## src/rtl/rpn_sequencer_if.sv

```systemverilog
// Token-in and result-out handshake bundle for rpn_sequencer.
// The sequencer takes the slave side; the token source / result sink takes master.
interface rpn_sequencer_if;
    logic        tok_valid;
    logic        tok_ready;
    logic [17:0] tok_data;
    logic        res_valid;
    logic        res_ready;
    logic [15:0] res_data;
    logic [2:0]  res_err;

    modport master (
        output tok_valid, tok_data, res_ready,
        input  tok_ready, res_valid, res_data, res_err
    );

    modport slave (
        input  tok_valid, tok_data, res_ready,
        output tok_ready, res_valid, res_data, res_err
    );
endinterface

```

## src/rtl/rpn_sequencer.sv

```systemverilog
// Sequencer for the RPN stack datapath: buffers tokens, checks a shadow depth and returns one result per expression.
// Optional macro RPN_SEQ_STATS_EN adds saturating stat_ok / stat_err result counters.
module rpn_sequencer #(
    parameter int DEPTH      = 1024,
    parameter int FIFO_DEPTH = 8,
    parameter int DP_LAT     = 1
) (
    input  logic          clk,
    input  logic          rst,
    rpn_sequencer_if.slave bus,
    output logic          dp_step,
    output logic          dp_push,
    output logic [1:0]    dp_op,
    output logic [15:0]   dp_d,
    input  logic [15:0]   dp_out,
    output logic          dp_clr,
    output logic          busy
`ifdef RPN_SEQ_STATS_EN
    ,
    output logic [15:0]   stat_ok,
    output logic [15:0]   stat_err
`endif
);
    localparam int AW = $clog2(FIFO_DEPTH);
    localparam int PW = AW + 1;
    localparam int DW = $clog2(DEPTH) + 1;
    localparam int WW = (DP_LAT > 1) ? $clog2(DP_LAT) : 1;

    localparam logic [1:0] K_PUSH = 2'b00;
    localparam logic [1:0] K_OP   = 2'b01;
    localparam logic [1:0] K_END  = 2'b10;

    typedef enum logic [2:0] {FETCH, ISSUE, WAIT, RESULT, DRAIN} state_t;

    state_t        state, nxt;
    logic [17:0]   mem [FIFO_DEPTH];
    logic [PW-1:0] wptr, rptr;
    logic [17:0]   head, tok_q;
    logic          empty, full, wr_en, rd_en, hs, boot;
    logic [DW-1:0] depth, depth_n;
    logic [2:0]    err_q, err_n, res_err_q;
    logic [15:0]   res_data_q;
    logic [WW-1:0] wcnt;

    // Pointers carry one wrap bit so full and empty are distinguishable.
    assign empty = (wptr == rptr);
    assign full  = (wptr[AW] != rptr[AW]) && (wptr[AW-1:0] == rptr[AW-1:0]);
    assign head  = mem[rptr[AW-1:0]];
    assign wr_en = bus.tok_valid && !full;
    assign hs    = (state == RESULT) && bus.res_ready;

    assign bus.tok_ready = !full;
    assign bus.res_valid = (state == RESULT);
    assign bus.res_data  = res_data_q;
    assign bus.res_err   = res_err_q;
    assign busy          = (state != FETCH) || !empty;

    always_ff @(posedge clk) begin
        if (wr_en) mem[wptr[AW-1:0]] <= bus.tok_data;
    end

    always_ff @(posedge clk) begin
        if (rd_en) tok_q <= head;
    end

    always_ff @(posedge clk or posedge rst) begin
        if (rst) state <= FETCH;
        else     state <= nxt;
    end

    always_comb begin
        nxt     = state;
        rd_en   = 1'b0;
        dp_step = 1'b0;
        dp_push = 1'b0;
        dp_op   = 2'd0;
        dp_d    = 16'd0;
        err_n   = err_q;
        depth_n = depth;
        case (state)
            FETCH: begin
                if (!empty) begin
                    rd_en = 1'b1;
                    nxt   = ISSUE;
                end
            end
            ISSUE: begin
                nxt = WAIT;
                case (tok_q[17:16])
                    K_PUSH: begin
                        if (depth == DW'(DEPTH)) begin
                            err_n = 3'd2;
                            nxt   = DRAIN;
                        end else begin
                            dp_step = 1'b1;
                            dp_push = 1'b1;
                            dp_d    = tok_q[15:0];
                            depth_n = depth + DW'(1);
                        end
                    end
                    K_OP: begin
                        case (tok_q[1:0])
                            2'd0: dp_step = 1'b1;
                            2'd1: begin
                                if (depth < DW'(1)) begin
                                    err_n = 3'd1;
                                    nxt   = DRAIN;
                                end else begin
                                    dp_step = 1'b1;
                                    dp_op   = 2'd1;
                                end
                            end
                            default: begin
                                if (depth < DW'(2)) begin
                                    err_n = 3'd1;
                                    nxt   = DRAIN;
                                end else begin
                                    dp_step = 1'b1;
                                    dp_op   = tok_q[1:0];
                                    depth_n = depth - DW'(1);
                                end
                            end
                        endcase
                    end
                    K_END: begin
                        nxt   = RESULT;
                        err_n = (depth == DW'(1)) ? 3'd0 : 3'd4;
                    end
                    default: begin
                        err_n = 3'd3;
                        nxt   = DRAIN;
                    end
                endcase
            end
            WAIT: begin
                if (wcnt == WW'(DP_LAT - 1)) nxt = FETCH;
            end
            DRAIN: begin
                // Discard the rest of a failed expression up to and including its end token.
                if (!empty) begin
                    rd_en = 1'b1;
                    if (head[17:16] == K_END) nxt = RESULT;
                end
            end
            RESULT: begin
                if (bus.res_ready) begin
                    nxt     = FETCH;
                    err_n   = 3'd0;
                    depth_n = '0;
                end
            end
            default: nxt = FETCH;
        endcase
    end

    always_ff @(posedge clk or posedge rst) begin
        if (rst) begin
            wptr       <= '0;
            rptr       <= '0;
            depth      <= '0;
            err_q      <= '0;
            wcnt       <= '0;
            res_data_q <= '0;
            res_err_q  <= '0;
            dp_clr     <= 1'b0;
            boot       <= 1'b1;
        end else begin
            if (wr_en) wptr <= wptr + PW'(1);
            if (rd_en) rptr <= rptr + PW'(1);
            depth  <= depth_n;
            err_q  <= err_n;
            wcnt   <= (state == WAIT) ? wcnt + WW'(1) : '0;
            // boot makes the first cycle after reset release a stack clear.
            dp_clr <= boot | hs;
            boot   <= 1'b0;
            if (state != RESULT && nxt == RESULT) begin
                res_data_q <= (err_n == 3'd0) ? dp_out : 16'd0;
                res_err_q  <= err_n;
            end else if (hs) begin
                res_data_q <= '0;
                res_err_q  <= '0;
            end
        end
    end

`ifdef RPN_SEQ_STATS_EN
    always_ff @(posedge clk or posedge rst) begin
        if (rst) begin
            stat_ok  <= '0;
            stat_err <= '0;
        end else if (hs) begin
            if (res_err_q == 3'd0) begin
                if (stat_ok != 16'hFFFF) stat_ok <= stat_ok + 16'd1;
            end else if (stat_err != 16'hFFFF) begin
                stat_err <= stat_err + 16'd1;
            end
        end
    end
`endif
endmodule

```

## src/flat_wrapper.sv

```systemverilog
// flat-port wrapper written by rule: the top's interface ports become plain ports
module rpn_sequencer_flat 
#(
    parameter int DEPTH      = 1024,
    parameter int FIFO_DEPTH = 8,
    parameter int DP_LAT     = 1
)
  (clk, rst, dp_step, dp_push, dp_op, dp_d, dp_out, dp_clr, busy, bus_tok_valid, bus_tok_data, bus_res_ready, bus_tok_ready, bus_res_valid, bus_res_data, bus_res_err);
  rpn_sequencer_if bus_i ();
  input  logic clk;
  input  logic rst;
  output logic dp_step;
  output logic dp_push;
  output logic [1:0] dp_op;
  output logic [15:0] dp_d;
  input  logic [15:0] dp_out;
  output logic dp_clr;
  output logic busy;
  input wire logic [$bits(bus_i.tok_valid)-1:0] bus_tok_valid;
  input wire logic [$bits(bus_i.tok_data)-1:0] bus_tok_data;
  input wire logic [$bits(bus_i.res_ready)-1:0] bus_res_ready;
  output wire logic [$bits(bus_i.tok_ready)-1:0] bus_tok_ready;
  output wire logic [$bits(bus_i.res_valid)-1:0] bus_res_valid;
  output wire logic [$bits(bus_i.res_data)-1:0] bus_res_data;
  output wire logic [$bits(bus_i.res_err)-1:0] bus_res_err;
  assign bus_i.tok_valid = bus_tok_valid;
  assign bus_i.tok_data = bus_tok_data;
  assign bus_i.res_ready = bus_res_ready;
  assign bus_tok_ready = bus_i.tok_ready;
  assign bus_res_valid = bus_i.res_valid;
  assign bus_res_data = bus_i.res_data;
  assign bus_res_err = bus_i.res_err;
  rpn_sequencer #(.DEPTH(DEPTH), .FIFO_DEPTH(FIFO_DEPTH), .DP_LAT(DP_LAT)) u_core (.clk(clk), .rst(rst), .bus(bus_i), .dp_step(dp_step), .dp_push(dp_push), .dp_op(dp_op), .dp_d(dp_d), .dp_out(dp_out), .dp_clr(dp_clr), .busy(busy));
endmodule
```

## config.mk

```make
export PLATFORM = sky130hd
export DESIGN_NAME = rpn_sequencer_flat
export DESIGN_NICKNAME = d
export VERILOG_FILES = /design/src/rtl/rpn_sequencer_if.sv /design/src/rtl/rpn_sequencer.sv /design/src/flat_wrapper.sv
export SDC_FILE = /design/constraint.sdc
export NUM_CORES = 1
export LEC_CHECK = 0
export ABC_AREA = 1
export CAP_MARGIN = 10
export CORE_AREA = 2 2 103 205
export CTS_BUF_LIST = sky130_fd_sc_hd__clkbuf_8
export CTS_CLUSTER_SIZE = 30
export DETAILED_ROUTE_END_ITERATION = 16
export DIE_AREA = 0 0 105 207
export GPL_ROUTABILITY_DRIVEN = 1
export MAX_ROUTING_LAYER = met4
export PLACE_DENSITY_LB_ADDON = 0.15
export SETUP_SLACK_MARGIN = 0.5
export SYNTH_ARGS = -nofsm -noshare
export SYNTH_HDL_FRONTEND = slang
export SYNTH_SLANG_ARGS = --single-unit
export TNS_END_PERCENT = 10
```

## constraint.sdc

```tcl
create_clock -name clk -period 3.2 [get_ports clk]
set_clock_uncertainty 0.15 [all_clocks]
set_input_delay 0.96 -clock clk [delete_from_list [all_inputs] [get_ports clk]]
set_output_delay 0.96 -clock clk [all_outputs]
set_load 0.05 [all_outputs]
```

# Yosys cells after proc, flatten, opt, wreduce, memory -nomap -nowiden
# Memories as Yosys holds them, arrays and structs flattened.
# Cells that the tools add are included.
word_totals:
  register_bits: 65
  mem_bits_rw: 144
  inputBits: 38
  output_inout_bits: 43
  n_memories: 1
op_classes:
  addsub: 5
  magnitude_cmp: 2
  n_eq_ne: 20
  n_mux: 51
  n_bitwise: 1
  reduce_logical: 17
mem_list:
  columns: ["name", "depth", "word_bits", "rd", "rd_ports_with_merged_regs", "wr", "line", "rtl"]
  rows:
  - ["u_core.mem", 8, 18, 1, 0, 1, "rpn_sequencer.sv:36", "logic [17:0] mem [FIFO_DEPTH];"]
op_table:
  columns: ["operator", "count"]
  rows:
  - ["16-bit two-way mux", 6]
  - ["3-bit two-way mux", 15]
  - ["11-bit two-way mux", 4]
  - ["11-bit one-hot mux with 2 select lines", 2]
  - ["3-bit one-hot mux with 2 select lines", 3]
  - ["3-bit one-hot mux with 3 select lines", 2]
  - ["3-bit one-hot mux with 5 select lines", 1]
  - ["1-bit two-way mux", 12]
  - ["11-bit by 1-bit adder with 11-bit output (second input constant)", 1]
  - ["11-bit by 1-bit equality test with 1-bit output (second input constant)", 1]
  - ["11-bit equality test (second input constant)", 1]
  - ["11-bit by 1-bit less-than comparator with 1-bit output (second input constant)", 1]
  - ["11-bit by 2-bit less-than comparator with 1-bit output (second input constant)", 1]
  - ["11-bit by 1-bit subtractor with 11-bit output (second input constant)", 1]
  - ["3-bit by 2-bit equality test with 1-bit output (second input constant)", 3]
  - ["3-bit != test (second input constant)", 3]
  - ["4-bit by 1-bit adder with 4-bit output (second input constant)", 2]
  - ["3-bit zero test", 2]
  - ["2-bit two-way mux", 3]
  - ["3-bit by 2-bit != test with 1-bit output (second input constant)", 2]
  - ["6-bit AND reduction", 1]
  - ["2-bit by 1-bit equality test with 1-bit output (second input constant)", 2]
  - ["2-bit equality test (second input constant)", 2]
  - ["4-bit equality test", 1]
  - ["16 further kinds", 24]

# Depth between registers and ports, before layout
depth:
  ltp_word: 8
  mapped_depth: 15
  ltp_nobuf: 14

# Worst setup path after synthesis
# OpenSTA, ideal clock, no wires.
synth_timing:
  path_kind: "register to output"
  startpoint: "register u_core.depth[0]"
  endpoint: "output dp_d[10]"
  arrival_time_ns: 1.929
  required_ns: 2.090
  path_slack_ns: 0.161
  stages_incl_launch_ff: 9
  n_path_buf: 1
  cell_sequence: "dfrtp_1 > inv_1 > ha_1 > nand2_2 > nor2_8 > nand3_4 > nand3_4 > clkbuf_1 > nor2_1"
synth_via:
  elab_chain_cells: 4
synth_lines:
  columns: ["element", "line", "rtl"]
  rows:
  - ["start: declaration", "rpn_sequencer.sv:40", "logic [DW-1:0] depth, depth_n;"]
  - ["start signal: assignment", "rpn_sequencer.sv:170", "depth <= depth_n;"]
  - ["11-bit equality test", "rpn_sequencer.sv:91", "if (depth == DW'(DEPTH)) begin"]
  - ["16-bit two-way mux", "rpn_sequencer.sv:91", null]
  - ["16-bit two-way mux", "rpn_sequencer.sv:89", "case (tok_q[17:16])"]
  - ["16-bit two-way mux", "rpn_sequencer.sv:80", "case (state)"]
  - ["end: declaration", "flat_wrapper.sv:15", "output logic [15:0] dp_d;"]
# Every way passes these cells.

# Worst setup path after layout
layout_timing:
  startpoint: "register u_core.depth[1]"
  endpoint: "output dp_push"
layout_via:
  elab_chain_cells: 4
layout_lines:
  columns: ["element", "line", "rtl"]
  rows:
  - ["11-bit equality test", "rpn_sequencer.sv:91", null]
  - ["1-bit two-way mux", "rpn_sequencer.sv:91", null]
  - ["1-bit two-way mux", "rpn_sequencer.sv:89", null]
  - ["1-bit two-way mux", "rpn_sequencer.sv:80", null]
  - ["end: declaration", "flat_wrapper.sv:13", "output logic dp_push;"]
# Every way passes these cells.

==> results by group <==
Placed design
  • Post-detail-place hpwl: 11610 um
  • Placed cells: 1131
  • Post-Place Worst Slack: 0.1299 ns
  • Placed Area: 10410 um^2
  • Port Buffers: 80
  • GP Congestion: 0.8170

Detailed routing
  • DR iter-0 viols: 313
  • Antenna Nets Post-Route: 0
  • Metal2 WL: 10070 um
  • WL final: 19870 um
  • WL met3: 865 um
  • DR pass1 iterations: 4
  • Highest routed metal layer: met4
  • Post-DR wirelength/cell: 16.50 um
  • Vias per Instance: 5.065
  • DR DRC count: 0
  • Wl on met1: 8380 um
  • Vias: 6098

Worst setup path
  • Worst EP required: 2.09 ns
  • CP Max Fanout: 7
  • CP Capture Type: output port
  • CP startpoint: u_core.depth[1]
  • CP Launch Type: flop
  • Worst path max stage delay: 0.40 ns
  • Critical path class: reg2out
  • RR Startpoint: u_core.rptr[1]
  • Crit-path cells: inv_2, ha_4, nand2_4, nor2_8, nand3_4, nand3_4, buf_12, inv_2, buf_12
  • Reg2reg path depth: 13
  • CP Data Arrival Time: 1.99 ns
  • CP max-delay cell: dfrtp_1

Job
  • Max-Cap Viols: 0

Power
  • NetSw: 4.369 mW
  • Sequential share of power: 0.376
  • Clock power share: 0.178
  • Static Leak: 4.311 nW
  • Final Power: 10.62 mW
  • Combinational share of power: 0.446
  • Int Power: 6.246 mW
  • Pwr Density: 941.2 nW/um^2
  • Max rail drop VDD: 0.6762 mV
  • Switching part of the total: 0.4116

Clock tree
  • Clock tree buffer depth: 3
  • Clock buffer count from CTS: 29
  • Clock Root Buffer: clkbuf_8
  • Clock net sink count: 209
  • Clk Latency, worst-skew pair: 0.58 ns
  • Hold Buf Count CTS: 0
  • Htree depth: 1
  • Clock transition at path regs: 0.07 ns
  • CTS tree: yes

Finish
  • Nets: 959
  • Post-route design area: 11280 um^2
  • Layout cells sized above 1: 0.2004
  • Diodes inserted: 0
  • Layout Cells excl Fill: 1204
  • Area Growth Syn to Fin: 26.07%
  • Filler Cell Count: 1776

Yosys
  • Synth area leader: edfxtp_1
  • Synth top area cells: edfxtp_1, dfrtp_1, nor2_1
  • Post-synth EDFFs: 162
  • Yosys warns: 0
  • Synth async-reset ratio: 0.2249
  • Avg Cell Area, Syn: 11.20 um^2
  • Post-Syn Area: 8946 um^2
  • Top FF cell, synth: edfxtp_1
  • Post-synthesis cell count: 799
  • Synth cell types: 41
  • Sequential fraction of the synthesis area: 0.6754
  • Synth top area share: 0.5438
  • Synthesized flop and latch total: 209
  • Post-Syn Nets: 842

Timing
  • Worst setup margin: 0.1015 ns
  • RSZ-0062 raised after global routing: true
  • Fin crit share: 0.9683
  • Final Setup Violations: 0
  • Worst-margin pin slew: 0.6929 ns
  • Max-slew headroom: 0.5375
  • Max Freq: 322.7 MHz
  • Post-layout minimum cycle time: 3.099 ns
  • Max Transition Viols Final: 0
  • Setup TNS: 0 ns
  • Final hold violations: 0

Floorplanning
  • Core area: 20180 um^2
  • Initial Util: 0.4432
  • Full die area: 21740 um^2
  • IO Count: 81
  • Cell row count: 74
  • Die Ht: 207 um
  • Die Wd: 105 um

Status
  • Outcome: complete, no violations

Worst hold path
  • Hold Path Depth: 1
  • Worst Min Path Start: u_core.wcnt
  • Hold WC Path Type: reg2reg

GRT
  • First-pass GRT wire length: 31430 um
  • Number of antenna violations at the first check in global routing: 0
  • Total track usage: 0.1887
  • Vias in the first global route: 5912
  • Largest net degree at the start of global routing: 75
  • Remaining global-route overflow: 0
-- flip-flops by register name, indices dropped and copies added, names as in the netlist --
register and cells:
u_core.err_q 3, u_core.state 3, u_core.rptr 4, u_core.tok_q 18
u_core.dp_clr 1, u_core.wcnt 1, u_core.bus.res_data 16, u_core.boot 1
u_core.wptr 4, u_core.depth 11, u_core.bus.res_err 3, u_core.mem 144
-- routing by layer --
metal | up-vias | track usage
li1 | 3004 | -
met1 | 2925 | 0.2419
met2 | 132 | 0.3052
met3 | 37 | 0.02517
met4 | 0 | 0.07264
met5 | - | -
-- worst max-delay path, delay by kind of cell, from the launching register on --
kind                       cells  cell delay (ns)
adders and majority gates      1             0.15
and+or+nand+nor                4             0.40
buffers and inverters          4             0.48
DFF                            1             0.40
-- power groups by stage --
stage / combinational [mW] / sequential [mW] / clock, mW
2_1_floorplan: 2.89 / 4.20 / 0
3_3_place_gp: 4.34 / 4.04 / 0
3_5_place_dp: 4.39 / 4.05 / 0
4_1_cts: 4.65 / 3.99 / 1.95
5_1_grt: 5.21 / 4.06 / 2.05
6_report: 4.73 / 4.00 / 1.89
-- logic make-up (layout without fill, tap and decap cells) --
kind of cell             count (synthesis)  count (layout)  synth area share
other                                    1               1         0.0004192
AND/OR/NAND/NOR                        345             345            0.1789
XOR/XNOR                                11              11           0.01077
buffers and inverters                   89             228           0.04280
flip-flops                             209             209            0.6754
AO/OA/AOI/OAI                          139             139           0.08476
adder cells (fa/ha/maj)                  5               5          0.006993
-- stage by stage --
stage | util | hold WS, ns
floorplan | - | 0.2538
global placement | 0.5156 | 0.2752
detailed placement | 0.5156 | 0.2670
CTS | 0.5531 | 0.2766
global route | 0.5588 | 0.2886
finish | 0.5588 | 0.2725
-- final timing paths --
path                                           endpoint  slack, ns
worst max-delay path                            dp_push       0.10
worst min-delay path                        u_core.wcnt       0.27
worst max register to register  u_core.bus.res_data[11]       0.60
worst min register to register              u_core.wcnt       0.27
max in group asynchronous               u_core.depth[7]       1.73
min in group asynchronous                   u_core.wcnt       0.57
-- cells in the mapped netlist, types with 5 or more instances --
library cell,instances
nand3_1,36
o21ai_0,82
or2_2,5
clkbuf_1,24
nor2_1,168
nand2_1,82
nand3_2,12
xor2_1,9
a31oi_1,18
inv_1,48
nand4_1,6
o21ai_1,8
ha_1,5
nor2_2,6
nor3_1,9
a21oi_1,8
dfrtp_1,46
inv_2,6
o22ai_1,16
edfxtp_1,162
nand2_2,10
-- cell type report --
cell class / instances / area, um^2 / area share
inverters: 55 / 209.0 / 0.01853
clock buffers: 29 / 399.1 / 0.03539
flip-flops and latches: 209 / 6047 / 0.5362
clock inverters: 24 / 131.4 / 0.01165
repair buffers: 120 / 1413 / 0.1252
well taps: 266 / 332.8 / 0.02951
multi-input cells: 501 / 2746 / 0.2435
-- repair_timing --
item	in CTS	in global routing
buffers inserted	14	5
gates resized for setup	26	18
pin swaps	5	8
setup endpoints to repair	43	62
cloned	1	0
-- cells in the final DEF (no fill, tap or decap), drive strengths merged, types with 7 or more instances in the layout --
| cell | n |
|---|---|
| clkdlybuf4s50 | 57 |
| nor3 | 9 |
| nand3 | 51 |
| o22ai | 16 |
| clkbuf | 29 |
| dfrtp | 46 |
| xor2 | 9 |
| edfxtp | 162 |
| clkinv | 7 |
| o21ai | 90 |
| a31oi | 18 |
| nand2 | 92 |
| inv | 70 |
| nor2 | 178 |
| a21oi | 8 |
| nand4 | 7 |
| buf | 63 |
(Power assumes the default switching activity.)
